**src/rtl/hazard_pkg.sv**
```systemverilog
// Shared types and helpers for the pipeline hazard controller.
// Forwarding selects, load encoding and mult/div sequencer states.
package hazard_pkg;

   typedef enum logic [1:0] {
      FWD_RF = 2'b00,
      FWD_W  = 2'b01,
      FWD_M  = 2'b10
   } fwd_sel_t;

   localparam logic [1:0] REGDATA_MEM = 2'b01;

   typedef enum logic [1:0] {
      IDLE,
      BUSY,
      DONE
   } muldiv_state_t;

   function automatic fwd_sel_t fwd_sel(
      input logic [3:0] rs,
      input logic       mwe,
      input logic [3:0] madd,
      input logic       wwe,
      input logic [3:0] wadd
   );
      fwd_sel_t sel;
      sel = FWD_RF;
      if (rs != 4'd0) begin
         if (mwe && madd == rs)
            sel = FWD_M;
         else if (wwe && wadd == rs)
            sel = FWD_W;
      end
      return sel;
   endfunction

endpackage

```
**src/rtl/hazard_controller_muldiv_sequencer.sv**
```systemverilog
// Mult/div busy sequencer: counts down the unit latency,
// then strobes the hi/lo write for one cycle.
module muldiv_sequencer
   import hazard_pkg::*;
#(
   parameter int MULT_CYCLES = 4,
   parameter int DIV_CYCLES  = 16,
   parameter int CNT_W       = 5
) (
   input  logic clk,
   input  logic rst,
   input  logic start,
   input  logic op,
   output logic busy,
   output logic hilo_we
);

   localparam logic [CNT_W-1:0] MULT_LD = CNT_W'(MULT_CYCLES - 1);
   localparam logic [CNT_W-1:0] DIV_LD  = CNT_W'(DIV_CYCLES - 1);

   muldiv_state_t    state, state_nx;
   logic [CNT_W-1:0] cnt, cnt_nx;

   // state and countdown registers, reset abandons any operation
   always_ff @(posedge clk) begin
      if (rst) begin
         state <= IDLE;
         cnt   <= '0;
      end else begin
         state <= state_nx;
         cnt   <= cnt_nx;
      end
   end

   // next state: a start outside IDLE is ignored
   always_comb begin
      state_nx = state;
      cnt_nx   = cnt;
      unique case (state)
         IDLE: begin
            if (start) begin
               state_nx = BUSY;
               cnt_nx   = op ? DIV_LD : MULT_LD;
            end
         end
         BUSY: begin
            if (cnt == '0)
               state_nx = DONE;
            else
               cnt_nx = cnt - CNT_W'(1);
         end
         DONE:    state_nx = IDLE;
         default: state_nx = IDLE;
      endcase
   end

   assign busy    = (state != IDLE);
   assign hilo_we = (state == DONE);

endmodule

```
**src/rtl/hazard_controller.sv**
```systemverilog
// Central pipeline control: forwarding, load-use and mult/div
// stalls, branch flushes. Optional HAZARD_STALL_CNT_EN adds stall_cnt.
module hazard_controller
   import hazard_pkg::*;
#(
   parameter int MULT_CYCLES = 4,
   parameter int DIV_CYCLES  = 16,
   parameter int CNT_W       = 5
) (
   input  logic       clk,
   input  logic       rst,
   input  logic [3:0] Drs1,
   input  logic [3:0] Drs2,
   input  logic       Dmuldiv,
   input  logic       Dhilo_rd,
   input  logic [3:0] Ers1,
   input  logic [3:0] Ers2,
   input  logic [3:0] Ewriteadd,
   input  logic       Ewe3,
   input  logic [1:0] Eregdata,
   input  logic       Emuldiv_start,
   input  logic       Emuldiv_op,
   input  logic       Ebranch_taken,
   input  logic [3:0] Mwriteadd,
   input  logic       Mwe3,
   input  logic [3:0] Wwriteadd,
   input  logic       Wwe3,
   output logic       Fstall,
   output logic       Dstall,
   output logic       Dflush,
   output logic       Eflush,
   output logic [1:0] Efwd1,
   output logic [1:0] Efwd2,
   output logic       muldiv_busy,
   output logic       hilo_we
`ifdef HAZARD_STALL_CNT_EN
   ,
   output logic [15:0] stall_cnt
`endif
);

   logic lu, md, stall;
   logic sel_fl, sel_st;

   muldiv_sequencer #(
      .MULT_CYCLES (MULT_CYCLES),
      .DIV_CYCLES  (DIV_CYCLES),
      .CNT_W       (CNT_W)
   ) u_seq (
      .clk     (clk),
      .rst     (rst),
      .start   (Emuldiv_start),
      .op      (Emuldiv_op),
      .busy    (muldiv_busy),
      .hilo_we (hilo_we)
   );

   assign lu = Ewe3 && (Eregdata == REGDATA_MEM)
            && (Ewriteadd != 4'd0)
            && ((Ewriteadd == Drs1) || (Ewriteadd == Drs2));
   assign md = muldiv_busy && (Dmuldiv || Dhilo_rd);
   assign stall = (lu || md) && !Ebranch_taken;

   assign sel_fl = rst || Ebranch_taken;
   assign sel_st = !sel_fl && stall;

   // pipeline register control: reset/branch flush beats stall
   always_comb begin
      Fstall = 1'b0;
      Dstall = 1'b0;
      Dflush = 1'b0;
      Eflush = 1'b0;
      unique case (1'b1)
         sel_fl: begin
            Dflush = 1'b1;
            Eflush = 1'b1;
         end
         sel_st: begin
            Fstall = 1'b1;
            Dstall = 1'b1;
            Eflush = 1'b1;
         end
         default: ;
      endcase
   end

   // E-stage operand selects, M result wins over W
   always_comb begin
      Efwd1 = FWD_RF;
      Efwd2 = FWD_RF;
      if (!rst) begin
         Efwd1 = fwd_sel(Ers1, Mwe3, Mwriteadd, Wwe3, Wwriteadd);
         Efwd2 = fwd_sel(Ers2, Mwe3, Mwriteadd, Wwe3, Wwriteadd);
      end
   end

`ifdef HAZARD_STALL_CNT_EN
   // saturating count of cycles with the PC held
   always_ff @(posedge clk) begin
      if (rst)
         stall_cnt <= '0;
      else if (Fstall && stall_cnt != 16'hFFFF)
         stall_cnt <= stall_cnt + 16'd1;
   end
`endif

endmodule

```
**config.mk**
```make
export PLATFORM = sky130hd
export DESIGN_NAME = hazard_controller
export DESIGN_NICKNAME = d
export VERILOG_FILES = /design/src/rtl/hazard_pkg.sv /design/src/rtl/hazard_controller_muldiv_sequencer.sv /design/src/rtl/hazard_controller.sv
export SDC_FILE = /design/constraint.sdc
export NUM_CORES = 1
export LEC_CHECK = 0
export CAP_MARGIN = 20
export CORE_AREA = 3 3 51 53
export CTS_CLUSTER_DIAMETER = 60
export DETAILED_ROUTE_END_ITERATION = 12
export DIE_AREA = 0 0 54 56
export PLACE_DENSITY = 0.75
export SLEW_MARGIN = 0
export SYNTH_ARGS = -nofsm -noshare
export SYNTH_HDL_FRONTEND = slang
export SYNTH_SLANG_ARGS = --single-unit
```
**constraint.sdc**
```tcl
create_clock -name clk -period 1.7 [get_ports clk]
set_clock_uncertainty 0.1 [all_clocks]
set_input_delay 0.34 -clock clk [delete_from_list [all_inputs] [get_ports clk]]
set_output_delay 0.34 -clock clk [all_outputs]
set_load 0.005 [all_outputs]
```
Word-level counts from Yosys, hierarchy flattened

Index checks and enable logic that the tools add are counted.

$add $sub $neg: 1
Multiply operators: 0
Divide/modulo/power cells: 0
$lt $le $gt $ge: 0
Equal/unequal tests: 12
Shifts and indexed selects: 0
Multiplexer cells: 18
Bitwise operators: 0
Reductions and logical operators: 26

Operators by type and width:

| kind                                                                    | number |
|---|---|
| 4-bit equality test                                                     | 6 |
| 2-bit 2-to-1 mux                                                        | 8 |
| 4-bit nonzero test                                                      | 3 |
| 1-bit logical AND                                                       | 10 |
| 5-bit 2-to-1 mux                                                        | 2 |
| 5-bit one-hot mux with 2 select lines                                   | 1 |
| 5-bit logical NOT                                                       | 1 |
| 1-bit 2-to-1 mux                                                        | 5 |
| 5-bit by 1-bit subtractor with 5-bit output, second input constant      | 1 |
| 2-bit by 1-bit equality test with 1-bit output, second input constant   | 2 |
| 1-bit logical OR                                                        | 4 |
| 4-bit 2-to-1 mux                                                        | 1 |
| 2-bit inequality test, second input constant                            | 2 |
| 2-bit one-hot mux with 2 select lines                                   | 1 |
| 2-bit nonzero test                                                      | 2 |
| 3-bit AND reduction                                                     | 1 |
| 2-bit equality test, second input constant                              | 1 |
| 1-bit logical NOT                                                       | 2 |
| 2-bit logical NOT                                                       | 1 |
| 2-bit by 1-bit inequality test with 1-bit output, second input constant | 1 |
| 2-bit AND reduction                                                     | 1 |
| 2-bit OR reduction                                                      | 1 |

Bits in registers: 7
Latch bits: 0
Bits in writable memories: 0
Bits in read-only memories: 0
Bits of input ports: 40
Memories: 0

Depth between registers and ports, before layout

Gate-level depths: netlist of run 1.

Word-level depth: 9
Gate-level depth with buffers: 6

Cells and area by module

A second synthesis of run 1 with hierarchy kept.

Cells, all modules: 93
Area total of the unflattened synthesis: 738.2 µm²

By module, submodules not included:

| module            | times used | cells each | area an instance (µm²) | seq. area each (µm²) |
|---|---|---|---|---|
| hazard_controller | 1          | 52         | 372.9                  | 0.0 |
| muldiv_sequencer  | 1          | 41         | 365.4                  | 140.1 |

Worst setup path after synthesis of run 1

Ideal clock, no wire load.

Path type: input to output
Start point: input Ewriteadd[1]
End point: output Fstall
Arrival time: 1.195 ns
Slack: 0.065 ns
Cell stages on the path: 5
Buffers on the path: 1
Cell sequence: xor2_1 -> nor4_1 -> o21ai_1 -> a21oi_1 -> buf_4

Cells in the longest elaborated chain, start to end: 7
Elaborated cells on any way between the ends: 10
Classes of those cells: eq/ne (2); mux (1); reduce/logical (7)

RTL lines:

| item                                                             | line                                             | text |
|---|---|---|
| from (decl)                                                      | hazard_controller.sv:18                          | `input logic [3:0] Ewriteadd,` |
| 4-bit equality test / 4-bit nonzero test (equally long branches) | hazard_controller.sv:60, hazard_controller.sv:59 |  |
| 1-bit logical OR / 1-bit logical AND (equally long branches)     | hazard_controller.sv:60, hazard_controller.sv:59 |  |
| 1-bit logical AND (*)                                            | hazard_controller.sv:60                          | `&& ((Ewriteadd == Drs1) \|\| (Ewriteadd == Drs2));` |
| 1-bit logical OR (*)                                             | hazard_controller.sv:62                          | `assign stall = (lu \|\| md) && !Ebranch_taken;` |
| 1-bit logical AND (*)                                            | hazard_controller.sv:62                          |  |
| 1-bit logical AND (*)                                            | hazard_controller.sv:65                          | `assign sel_st = !sel_fl && stall;` |
| 1-bit 2-to-1 mux (*)                                             | n/a                                              |  |
| to (decl)                                                        | hazard_controller.sv:28                          | `output logic Fstall,` |

Mark *: on every way between the ends. The rest lies on a longest branch, timed or not.

Worst setup path after layout of run 1

Start point: input Ewriteadd[1]
End point: output Fstall

Cells in the longest elaborated chain, start to end: 7
Elaborated cells on any way between the ends: 10
Classes of those cells: eq/ne (2); mux (1); reduce/logical (7)

RTL lines:

| item                                                             | line                                             | text |
|---|---|---|
| 4-bit equality test / 4-bit nonzero test (equally long branches) | hazard_controller.sv:60, hazard_controller.sv:59 |  |
| 1-bit logical OR / 1-bit logical AND (equally long branches)     | hazard_controller.sv:60, hazard_controller.sv:59 |  |
| 1-bit logical AND (*)                                            | hazard_controller.sv:60                          |  |
| 1-bit logical OR (*)                                             | hazard_controller.sv:62                          |  |
| 1-bit logical AND (*)                                            | hazard_controller.sv:62                          |  |
| 1-bit logical AND (*)                                            | hazard_controller.sv:65                          |  |
| 1-bit 2-to-1 mux (*)                                             | hazard_controller.sv:73                          | `unique case (1'b1)` |

Marked as above.

==> metrics.md, run 1 <==
| Metric | Value |
|---|---|
| HPWL after DPL | `2.05 mm` |
| Multi-input logic area | `822 um2` |
| Share of post-route cells with drive strength above 1 | `58.1%` |
| Most frequent CP cell | `buf_4` |
| Core area | `2190 um2` |
| DR iter-0 viols | `5` |
| Reg clk slew, reported paths | `0.06 ns` |
| Fill cells | `166` |
| Synth unique cells | `32` |
| CP max stage delay | `0.23 ns` |
| Initial Utilization | `34.1%` |
| Layout Cell Area excl Fill | `1590 um2` |
| Final setup fails | `2` |
| Most frequent cells in the layout | `17 x buf_6, 14 x buf_2, 13 x buf_4` |
| Die height | `56 um` |
| Wire length per cell after detailed routing | `14.3 um` |
| Register area share after synthesis | `18.8%` |
| Power per Cell Area | `503 nW/um2` |
| TritonRoute pass-1 iters | `3` |
| GR Util met2 | `34.6%` |
| Final Max Tran Viols | `0` |
| Total of max-cap violations | `0` |
| Area grow syn2layout | `113%` |
| CP required | `1.26 ns` |
| Leakage | `0.696 nW` |
| Clock buffer count from CTS | `3` |
| Final ANT Viol Nets | `0` |
| M1 GR Usage | `16.2%` |
| EDFF count, synth | `0` |
| Via count | `957` |
| CTS H-tree depth | `1` |
| Async SR Flop Fraction | `0%` |
| Buffers & Inverters on Critical Path | `3` |
| Drt drc | `0` |
| YS warnings | `0` |
| Syn Nets | `134` |
| Grt ovf | `0` |
| All-layer global routing usage | `17.7%` |
| Fin Setup TNS | `-0.204 ns` |
| CTS max path bufs | `2` |
| Final hold vios | `0` |
| Post-layout total power | `0.800 mW` |
| Commonest non-fill, non-tap cell in the layout | `buf_6` |
| Drt via density | `5.09` |
| Post-Route WL | `2.69 mm` |
| Met3 Track Usage GR | `4.83%` |
| CTS tree | `yes` |
| Global-route wire length before repair | `4.07 mm` |
| Post-Synthesis Cells | `93` |
| Post-DP Area | `1350 um2` |
| Worst path cell trace | `buf_4 -> xor2_1 -> nor4_1 -> o21ai_1 -> buf_4 -> a21oi_2 -> buf_2` |
| Grt peak-use layer | `met2` |
| CTS root buf | `clkbuf_4` |
| CP max-delay cell | `nor4_1` |
| Pre-CTS WS | `-0.901 ns` |
| Vias in the first global route | `1034` |
| Routability Congestion | `0.813` |
| TritonCTS sink count | `7` |
| Die Footprint | `3020 um2` |
| Number of core rows | `17` |
| Crit path kind | `in2out` |
| Worst setup EP type | `output pin` |
| Storage cell area | `144 um2` |
| Nets@finish | `202` |
| Synth Area per Inst | `8.03 um2` |
| CP delay by family, top | `buffers and inverters` |
| Failing checks | `setup timing` |
| Critical path arrival | `1.36 ns` |
| VDD IR max | `432 uV` |
| Clock Latency Late Sink | `0.26 ns` |
| Final core utilization | `72.7%` |
| CP Launch Type | `input port` |
| Worst min path class | `reg2reg` |
| I/O pin total | `50` |
| Initial antenna violation count | `0` |
| Die width | `54 um` |
| Cell Area, Synth | `747 um2` |
| Port bufs | `49` |
| Fmax | `554 MHz` |
| Period minus WS final | `1.80 ns` |
| N_diodes | `0` |
| Max transition margin | `77.0%` |
| RSZ-0062 raised after global routing | `true` |
| Final period utilization | `106%` |
| Final WS setup | `-0.105 ns` |
| Status | `finished with violations` |
| Top_reg_cell synth | `dfxtp_1` |
| Synthesis-stage register bit count | `7` |
| Critical Path Fanout Max | `3` |
| Pin count of the biggest net entering global routing | `9` |
| Worst slew pin tran | `0.343 ns` |
synth_stat cells (all sizes together), types with 2 or more instances:
| cell type | number | share of area, % |
|---|---|---|
| o21ai | 5 | 3.3 |
| a21oi | 5 | 3.3 |
| nand4 | 2 | 1.7 |
| inv | 3 | 1.5 |
| nand2 | 3 | 1.5 |
| a221oi | 2 | 3.2 |
| xnor2 | 8 | 9.4 |
| nor2b | 4 | 3.3 |
| nor4 | 7 | 5.9 |
| buf | 2 | 1.7 |
| a211oi | 2 | 2.7 |
| nand2b | 2 | 1.7 |
| nor3 | 7 | 4.7 |
| xor2 | 14 | 16 |
| dfxtp | 7 | 19 |
| nor2 | 7 | 3.9 |
| nor3b | 3 | 3.0 |
cells by family after synthesis:
family / after synthesis / share of synthesized area, %
and+or+nand+nor: 41 / 33.7
xor gates and xnor gates: 22 / 25.8
AOI/OAI and AO/OA: 15 / 14.9
DFF: 7 / 18.8
buffers and inverters: 6 / 3.68
muxes: 1 / 1.51
adders and majority gates: 1 / 1.67
stage by stage:
stage	hold slack, ns	cells
floorplan	0.344	93
global placement	0.370	179
detailed placement	0.386	179
CTS	0.395	186
global route	0.390	188
finish	0.355	188
report_power, final:
group	switching (mW)	internal, mW
sequential	0.0213	0.185
combinational	0.192	0.244
clock	0.0716	0.0865
sequential cells by signal, summed over array words and instances (netlist names):
signal       cells
u_seq.cnt        5
u_seq.state      2
layer usage:
layer / up-vias / part of all wire [%]
met2: 45 / 53
met3: 4 / 11
met4: 0 / 1.6
met1: 444 / 35
met5: - / 0
li1: 464 / -
area by class of cell:
type / instances / share of cell area, %
timing repair buffer: 66 / 34.7
inverter: 3 / 0.707
multi-input combinational: 80 / 51.6
clock buffer: 3 / 1.41
sequential: 7 / 9.03
clock inverter: 1 / 0.314
tap: 28 / 2.20
path summary, 6_finish.rpt:
kind                             start                   endpoint  slack [ns]  cells past startpoint
max                       Ewriteadd[1]                     Fstall       -0.10                      7
min          u_seq.cnt[0]$_SDFFE_PP0P_  u_seq.cnt[0]$_SDFFE_PP0P_        0.36                      1
max reg2reg  u_seq.cnt[1]$_SDFFE_PP0P_  u_seq.cnt[0]$_SDFFE_PP0P_        0.13                      7
min reg2reg  u_seq.cnt[0]$_SDFFE_PP0P_  u_seq.cnt[0]$_SDFFE_PP0P_        0.36                      1
repair_timing:
action,CTS,global route
hold endpoints to repair,0,0
endpoints found under the setup margin,9,12
gates resized for setup,161,54
setup buffers,3,2
pin swaps,26,15
hold buffers,0,0
Note: power is estimated with default switching activity, not from simulation.
==> run 2, diff against run 1 <==
Settings changed: CAP_MARGIN 20 to unset, SETUP_SLACK_MARGIN set to 0.2.
==> run 2 against run 1 <==
Against the previous run: sequential power about the same; flip-flop and latch count unchanged; the run still ends with setup timing left; largest cell class unchanged; die area unchanged.
==> metrics.md, run 2 (same netlist as run 1, synthesis figures left out) <==
| Metric | Value |
|---|---|
| Status | `finished with violations (unchanged)` |
| Failing checks | `setup timing (unchanged)` |
| Nets@finish | `207 (was 202)` |
| Final Max Tran Viols | `0 (unchanged)` |
| Period minus WS final | `1.85 ns (was 1.80 ns)` |
| All-layer global routing usage | `18.6% (was 17.7%)` |
| Commonest non-fill, non-tap cell in the layout | `buf_4 (was buf_6)` |
| Total of max-cap violations | `0 (unchanged)` |
| Final core utilization | `72.9% (was 72.7%)` |
| FF-to-FF setup slack | `0.24 ns (was 0.13 ns)` |
| Reg clk slew, reported paths | `0.06 ns (about the same)` |
| Number of core rows | `17 (unchanged)` |
| Fmax | `540 MHz (was 554 MHz)` |
| Worst reg2reg startpoint | `u_seq.cnt[1]$_SDFFE_PP0P_ (unchanged)` |
| Largest register FFs | `5 (unchanged)` |
| Initial Utilization | `34.1% (unchanged)` |
| Max transition margin | `77.1% (was 77.0%)` |
| Core area | `2190 um2 (unchanged)` |
| Port bufs | `49 (unchanged)` |
| Top flop regs | `u_seq.cnt: 5 flops, u_seq.state: 2 flops (unchanged)` |
| Share of post-route cells with drive strength above 1 | `64.8% (was 58.1%)` |
| Die width | `54 um (unchanged)` |
| Drt drc | `0 (unchanged)` |
| VDD IR max | `425 uV (was 432 uV)` |
| N_diodes | `0 (unchanged)` |
| CTS tree | `yes (unchanged)` |
| Pre-CTS WS | `-0.855 ns (was -0.901 ns)` |
| Pin count of the biggest net entering global routing | `9 (unchanged)` |
| Min-delay src | `rst (was u_seq.cnt[0]$_SDFFE_PP0P_)` |
| RSZ-0062 raised after global routing | `true (unchanged)` |
| Worst min path class | `in2reg (was reg2reg)` |
| Clock buffer count from CTS | `3 (unchanged)` |
| Worst setup EP type | `output pin (unchanged)` |
| Most frequent cells in the layout | `20 x buf_4, 15 x buf_2, 12 x buf_6 (was 17 x buf_6, 14 x buf_2, 13 x buf_4)` |
| Post-Route WL | `2.81 mm (was 2.69 mm)` |
| Final setup fails | `3 (was 2)` |
| Die Footprint | `3020 um2 (unchanged)` |
| Drt via density | `5.06 (was 5.09)` |
| CP required | `1.26 ns (about the same)` |
| Area grow syn2layout | `114% (was 113%)` |
| CTS max path bufs | `2 (unchanged)` |
| CTS root buf | `clkbuf_4 (unchanged)` |
| Clock Latency Late Sink | `0.26 ns (about the same)` |
| I/O pin total | `50 (unchanged)` |
| Crit path launch | `Ewriteadd[2] (was Ewriteadd[1])` |
| Post-layout total power | `0.824 mW (was 0.800 mW)` |
| Critical Path Fanout Max | `3 (unchanged)` |
| Critical path arrival | `1.41 ns (was 1.36 ns)` |
| Final hold vios | `0 (unchanged)` |
| Routability Congestion | `0.782 (was 0.813)` |
| Via count | `976 (was 957)` |
| Global-route wire length before repair | `4.22 mm (was 4.07 mm)` |
| CP Launch Type | `input port (unchanged)` |
| Grt ovf | `0 (unchanged)` |
| Vias in the first global route | `1007 (was 1034)` |
| Leakage | `0.703 nW (was 0.696 nW)` |
| Fill cells | `167 (was 166)` |
| Power per Cell Area | `516 nW/um2 (was 503 nW/um2)` |
| Crit path kind | `in2out (unchanged)` |
| Largest Register | `u_seq.cnt (unchanged)` |
| Wire length per cell after detailed routing | `14.6 um (was 14.3 um)` |
| Die height | `56 um (unchanged)` |
| CTS H-tree depth | `1 (unchanged)` |
| HPWL after DPL | `2.01 mm (was 2.05 mm)` |
| Final WS setup | `-0.152 ns (was -0.105 ns)` |
| Storage cell area | `144 um2 (unchanged)` |
| DR iter-0 viols | `22 (was 5)` |
| Final ANT Viol Nets | `0 (unchanged)` |
| Initial antenna violation count | `0 (unchanged)` |
| Multi-input logic area | `802 um2 (was 822 um2)` |
| TritonCTS sink count | `7 (unchanged)` |
| TritonRoute pass-1 iters | `3 (unchanged)` |
| Worst slew pin tran | `0.340 ns (was 0.343 ns)` |
| Final period utilization | `109% (was 106%)` |
run 2: cell types whose count changed in the layout (fill, tap and decap cells not counted), sizes merged:
cell	change
buf	+5
clkinv	-1
dlygate4sd2	-2
dlymetal6s2s	-1
clkbuf	+2
clkdlybuf4s15	+2
run 2: layout make-up:
cell class              instances  share of cell area (%)
multi-input cells              80                    50.2
repair buffers                 71                    36.2
flip-flops and latches          7                    9.01
well taps                      28                    2.19
clock buffers                   4                    1.65
inverters                       3                   0.705
run 2: stage by stage:
step	hold WS (ns)	setup TNS (ns)	instances	instance area, um2
3_5_place_dp	0.341	-5.95	184	1390
4_1_cts	0.367	-0.431	193	1480
2_1_floorplan	0.328	0	93	752
3_3_place_gp	0.335	-5.71	184	1390
6_report	0.310	-0.372	193	1600
5_1_grt	0.317	-0.657	193	1600
run 2: final timing paths:
path | end | cells past startpoint
hold reg to reg | u_seq.cnt[1]$_SDFFE_PP0P_ | 2
setup / recovery | Dstall | 7
hold / removal | u_seq.cnt[1]$_SDFFE_PP0P_ | 3
setup reg to reg | u_seq.cnt[1]$_SDFFE_PP0P_ | 5
run 2: routing by layer:
layer | GRT usage (%) | vias to the layer above | wire length (um)
met5 | 0 | - | 0
met4 | 10.3 | 0 | 67
met3 | 3.22 | 8 | 178
met2 | 34.6 | 34 | 1630
met1 | 18.1 | 458 | 935
li1 | - | 476 | -
run 2: report_power, final:
group | leakage, nW | switching [mW] | internal (mW)
combinational | 0.630 | 0.202 | 0.254
clock | 0.0150 | 0.0720 | 0.0902
sequential | 0.0584 | 0.0203 | 0.186
total | 0.703 | 0.294 | 0.530
run 2: repair_timing:
| item | 4_1_cts | 5_1_grt |
|---|---|---|
| pin swaps | 33 | 23 |
| hold buffers | 0 | 0 |
| gates resized for setup | 169 | 52 |
| buffers inserted | 5 | 0 |
| endpoints found under the setup margin | 14 | 13 |
run 2: critical path: stages:
cell     delay [ns]
buf_6          0.10
xor2_1         0.14
nor4_1         0.30
o21ai_1        0.12
buf_4          0.16
a21oi_4        0.12
buf_2          0.13
==> run 3, diff against run 2 <==
Settings changed: CORE_AREA 3 3 51 53 to 3 3 50 52, DIE_AREA 0 0 54 56 to 0 0 53 55, PLACE_DENSITY 0.75 to 0.78, SYNTH_HIERARCHICAL set to 1.
==> run 3 against run 2 <==
Against the previous run: the flow still finishes with violations (setup timing); non-clock buffer count grew 2; core utilization grew 2.2 points; worst setup slack lost 0.0034 ns; sequential power is essentially flat; largest cell class unchanged; largest power group unchanged; highest routed layer unchanged.
==> metrics.md, run 3 <==
| Metric | Value |
|---|---|
| Post-Route WL | `2.81 mm (about the same)` |
| EDFF count, synth | `0 (unchanged)` |
| Status | `finished with violations (unchanged)` |
| Adder-cell area share of the yosys netlist | `1.69% (was 1.68%)` |
| Hold path depth | `2 (was 3)` |
| Cell with the most instances after synthesis | `xor2_1 (unchanged)` |
| Most frequent cells in the layout | `25 x buf_4, 16 x buf_2, 10 x dlygate4sd2_1 (was 20 x buf_4, 15 x buf_2, 12 x buf_6)` |
| Vias in the first global route | `1021 (was 1007)` |
| Worst setup EP type | `output pin (unchanged)` |
| Post-Synth Simple-Gate Area | `35.1% (was 33.7%)` |
| Final WS setup | `-0.156 ns (was -0.152 ns)` |
| Fill cells | `152 (was 167)` |
| VDD IR max | `370 uV (was 425 uV)` |
| DR iter-0 viols | `9 (was 22)` |
| I/O pin total | `50 (unchanged)` |
| Critical Path Fanout Max | `3 (unchanged)` |
| Area leader, netlist | `dfxtp_1 (unchanged)` |
| Worst slew pin tran | `0.335 ns (was 0.340 ns)` |
| Final ANT Viol Nets | `0 (unchanged)` |
| Commonest non-fill, non-tap cell in the layout | `buf_4 (unchanged)` |
| Synth Area per Inst | `7.94 um2 (was 8.03 um2)` |
| Via count | `999 (was 976)` |
| CP Launch Type | `input port (unchanged)` |
| Pin count of the biggest net entering global routing | `9 (unchanged)` |
| Share of post-route cells with drive strength above 1 | `58.9% (was 64.8%)` |
| CP required | `1.26 ns (about the same)` |
| Global-route wire length before repair | `4.11 mm (was 4.22 mm)` |
| Mux contribution to synthesized area | `1.53% (was 1.51%)` |
| Number of core rows | `17 (unchanged)` |
| N_diodes | `0 (unchanged)` |
| Register area share after synthesis | `19.0% (was 18.8%)` |
| FF-to-FF path depth | `5 (unchanged)` |
| Main combinational cell family by area after synthesis | `simple AND/OR/NAND/NOR gates (unchanged)` |
| XOR/XNOR share of the synthesized area | `26.1% (was 25.8%)` |
| All-layer global routing usage | `19.6% (was 18.6%)` |
| Port bufs | `49 (unchanged)` |
| Die height | `55 um (was 56 um)` |
| Period minus WS final | `1.86 ns (was 1.85 ns)` |
| YS warnings | `6 (was 0)` |
| Core area | `2150 um2 (was 2190 um2)` |
| Area grow syn2layout | `118% (was 114%)` |
| Crit path kind | `in2out (unchanged)` |
| CTS H-tree depth | `1 (unchanged)` |
| Cell Area, Synth | `738 um2 (was 747 um2)` |
| CTS tree | `yes (unchanged)` |
| Final Max Tran Viols | `0 (unchanged)` |
| Final setup fails | `5 (was 3)` |
| Clock buffer count from CTS | `3 (unchanged)` |
| Fin Setup TNS | `-0.389 ns (was -0.372 ns)` |
| Post-Synthesis Cells | `93 (unchanged)` |
| Largest Register | `u_seq/cnt (was u_seq.cnt)` |
| Drt drc | `0 (unchanged)` |
| Final period utilization | `109% (about the same)` |
| Initial antenna violation count | `0 (unchanged)` |
| CTS max path bufs | `2 (unchanged)` |
| Clock Latency Late Sink | `0.25 ns (was 0.26 ns)` |
| Syn Nets | `134 (unchanged)` |
| Max transition margin | `77.4% (was 77.1%)` |
| Nets@finish | `210 (was 207)` |
| Routability Congestion | `0.712 (was 0.782)` |
| Worst min path class | `reg2reg (was in2reg)` |
| Synth Area in Compound Gates | `13.4% (was 14.9%)` |
| Die Footprint | `2920 um2 (was 3020 um2)` |
| Final core utilization | `75.1% (was 72.9%)` |
| Async SR Flop Fraction | `0% (unchanged)` |
| Total of max-cap violations | `0 (unchanged)` |
| HPWL after DPL | `2.08 mm (was 2.01 mm)` |
| Reg clk slew, reported paths | `0.05 ns (was 0.06 ns)` |
| Largest register FFs | `5 (unchanged)` |
| Top_reg_cell synth | `dfxtp_1 (unchanged)` |
| Grt ovf | `0 (unchanged)` |
| RSZ-0062 raised after global routing | `true (unchanged)` |
| Synth unique cells | `30 (was 32)` |
| TritonCTS sink count | `7 (unchanged)` |
| TritonRoute pass-1 iters | `3 (unchanged)` |
| CTS root buf | `clkbuf_4 (unchanged)` |
| Fmax | `539 MHz (was 540 MHz)` |
| Storage cell area | `145 um2 (was 144 um2)` |
| Leakage | `0.687 nW (was 0.703 nW)` |
| Top cells by area, synth | `dfxtp_1 19%, xor2_1 17%, xnor2_1 9.5%, nor4_1 5.9%, nor3_1 5.4% (was dfxtp_1 19%, xor2_1 16%, xnor2_1 9.4%, nor4_1 5.9%, nor3_1 4.7%)` |
| Die width | `53 um (was 54 um)` |
| Critical path arrival | `1.42 ns (was 1.41 ns)` |
| Power per Cell Area | `510 nW/um2 (was 516 nW/um2)` |
| Multi-input logic area | `801 um2 (was 802 um2)` |
| Share of the synthesized area in the top cell type | `19.0% (was 18.8%)` |
| Failing checks | `setup timing (unchanged)` |
| Most instantiated cells after synthesis | `14 x xor2_1, 8 x nor3_1, 8 x xnor2_1 (was 14 x xor2_1, 8 x xnor2_1, 7 x dfxtp_1, 7 x nor3_1, 7 x nor4_1)` |
| Final hold vios | `0 (unchanged)` |
| Wire length per cell after detailed routing | `14.4 um (was 14.6 um)` |
| Synthesis-stage register bit count | `7 (unchanged)` |
| Drt via density | `5.10 (was 5.06)` |
| Initial Utilization | `34.4% (was 34.1%)` |
| Top flop regs | `u_seq/cnt: 5 flops, u_seq/state: 2 flops (was u_seq.cnt: 5 flops, u_seq.state: 2 flops)` |
## run 3: cell types whose count changed after synthesis, sizes merged
cell / previous run / this run
and2b: 0 / 1
buf: 2 / 1
nand2: 3 / 4
nor2b: 4 / 3
nor3: 7 / 8
nor4bb: 1 / 0
## run 3: power breakdown
part / leakage [nW] / switching, mW / internal [mW]
clock network: 0.0150 / 0.0610 / 0.0896
registers: 0.0589 / 0.0202 / 0.186
logic: 0.614 / 0.206 / 0.259
## run 3: layout make-up
cell class / instances / share of cell area (%)
multi-input combinational: 81 / 49.7
timing repair buffer: 73 / 36.9
sequential: 7 / 9.00
tap: 28 / 2.17
clock buffer: 4 / 1.63
inverter: 3 / 0.698
## run 3: timing repair
action                     4_1_cts  5_1_grt
buffers inserted                 4        4
gates resized for setup        168       44
setup endpoints to repair       14       13
hold endpoints to repair         0        0
hold buffers                     0        0
pin swaps                       30       18
## run 3: worst paths after layout
path | start | to | slack [ns]
worst max-delay path | Ewriteadd[2] | Fstall | -0.16
worst min-delay path | u_seq/cnt[4]$_SDFFE_PP0P_ | u_seq/cnt[4]$_SDFFE_PP0P_ | 0.39
worst max register to register | u_seq/cnt[1]$_SDFFE_PP0P_ | u_seq/cnt[1]$_SDFFE_PP0P_ | 0.22
worst min register to register | u_seq/cnt[4]$_SDFFE_PP0P_ | u_seq/cnt[4]$_SDFFE_PP0P_ | 0.39
## run 3: metal layers
metal,wire (um),vias to the layer above,share of wire (%),GRT usage [%]
met2,1660,44,59,43.8
met4,34,0,1.2,8.51
li1,-,481,-,-
met5,0,-,0,0
met3,253,6,9.0,3.22
met1,869,468,31,16.2
## run 3: critical path, stage by stage
cell and delay (ns):
buf_8 0.11, xor2_4 0.18, nor4_2 0.27, o21ai_1 0.13
buf_4 0.15, a21oi_4 0.11, buf_2 0.13
## run 3: kinds of logic after synthesis
kind of cell / after synthesis
and+or+nand+nor: 42
xor gates and xnor gates: 22
AOI/OAI and AO/OA: 15
DFF: 7
buffers and inverters: 5
muxes: 1
adders and majority gates: 1
## run 3: metrics by stage
step	worst slack [ns]	hold slack (ns)	instance area [um2]	std cells	power, mW
floorplan	0.123	0.306	742	93	0.369
global placement	-0.803	0.368	1380	184	0.558
detailed placement	-0.945	0.381	1380	184	0.573
CTS	-0.153	0.394	1480	192	0.765
global route	-0.205	0.400	1610	196	0.873
finish	-0.156	0.394	1610	196	0.823
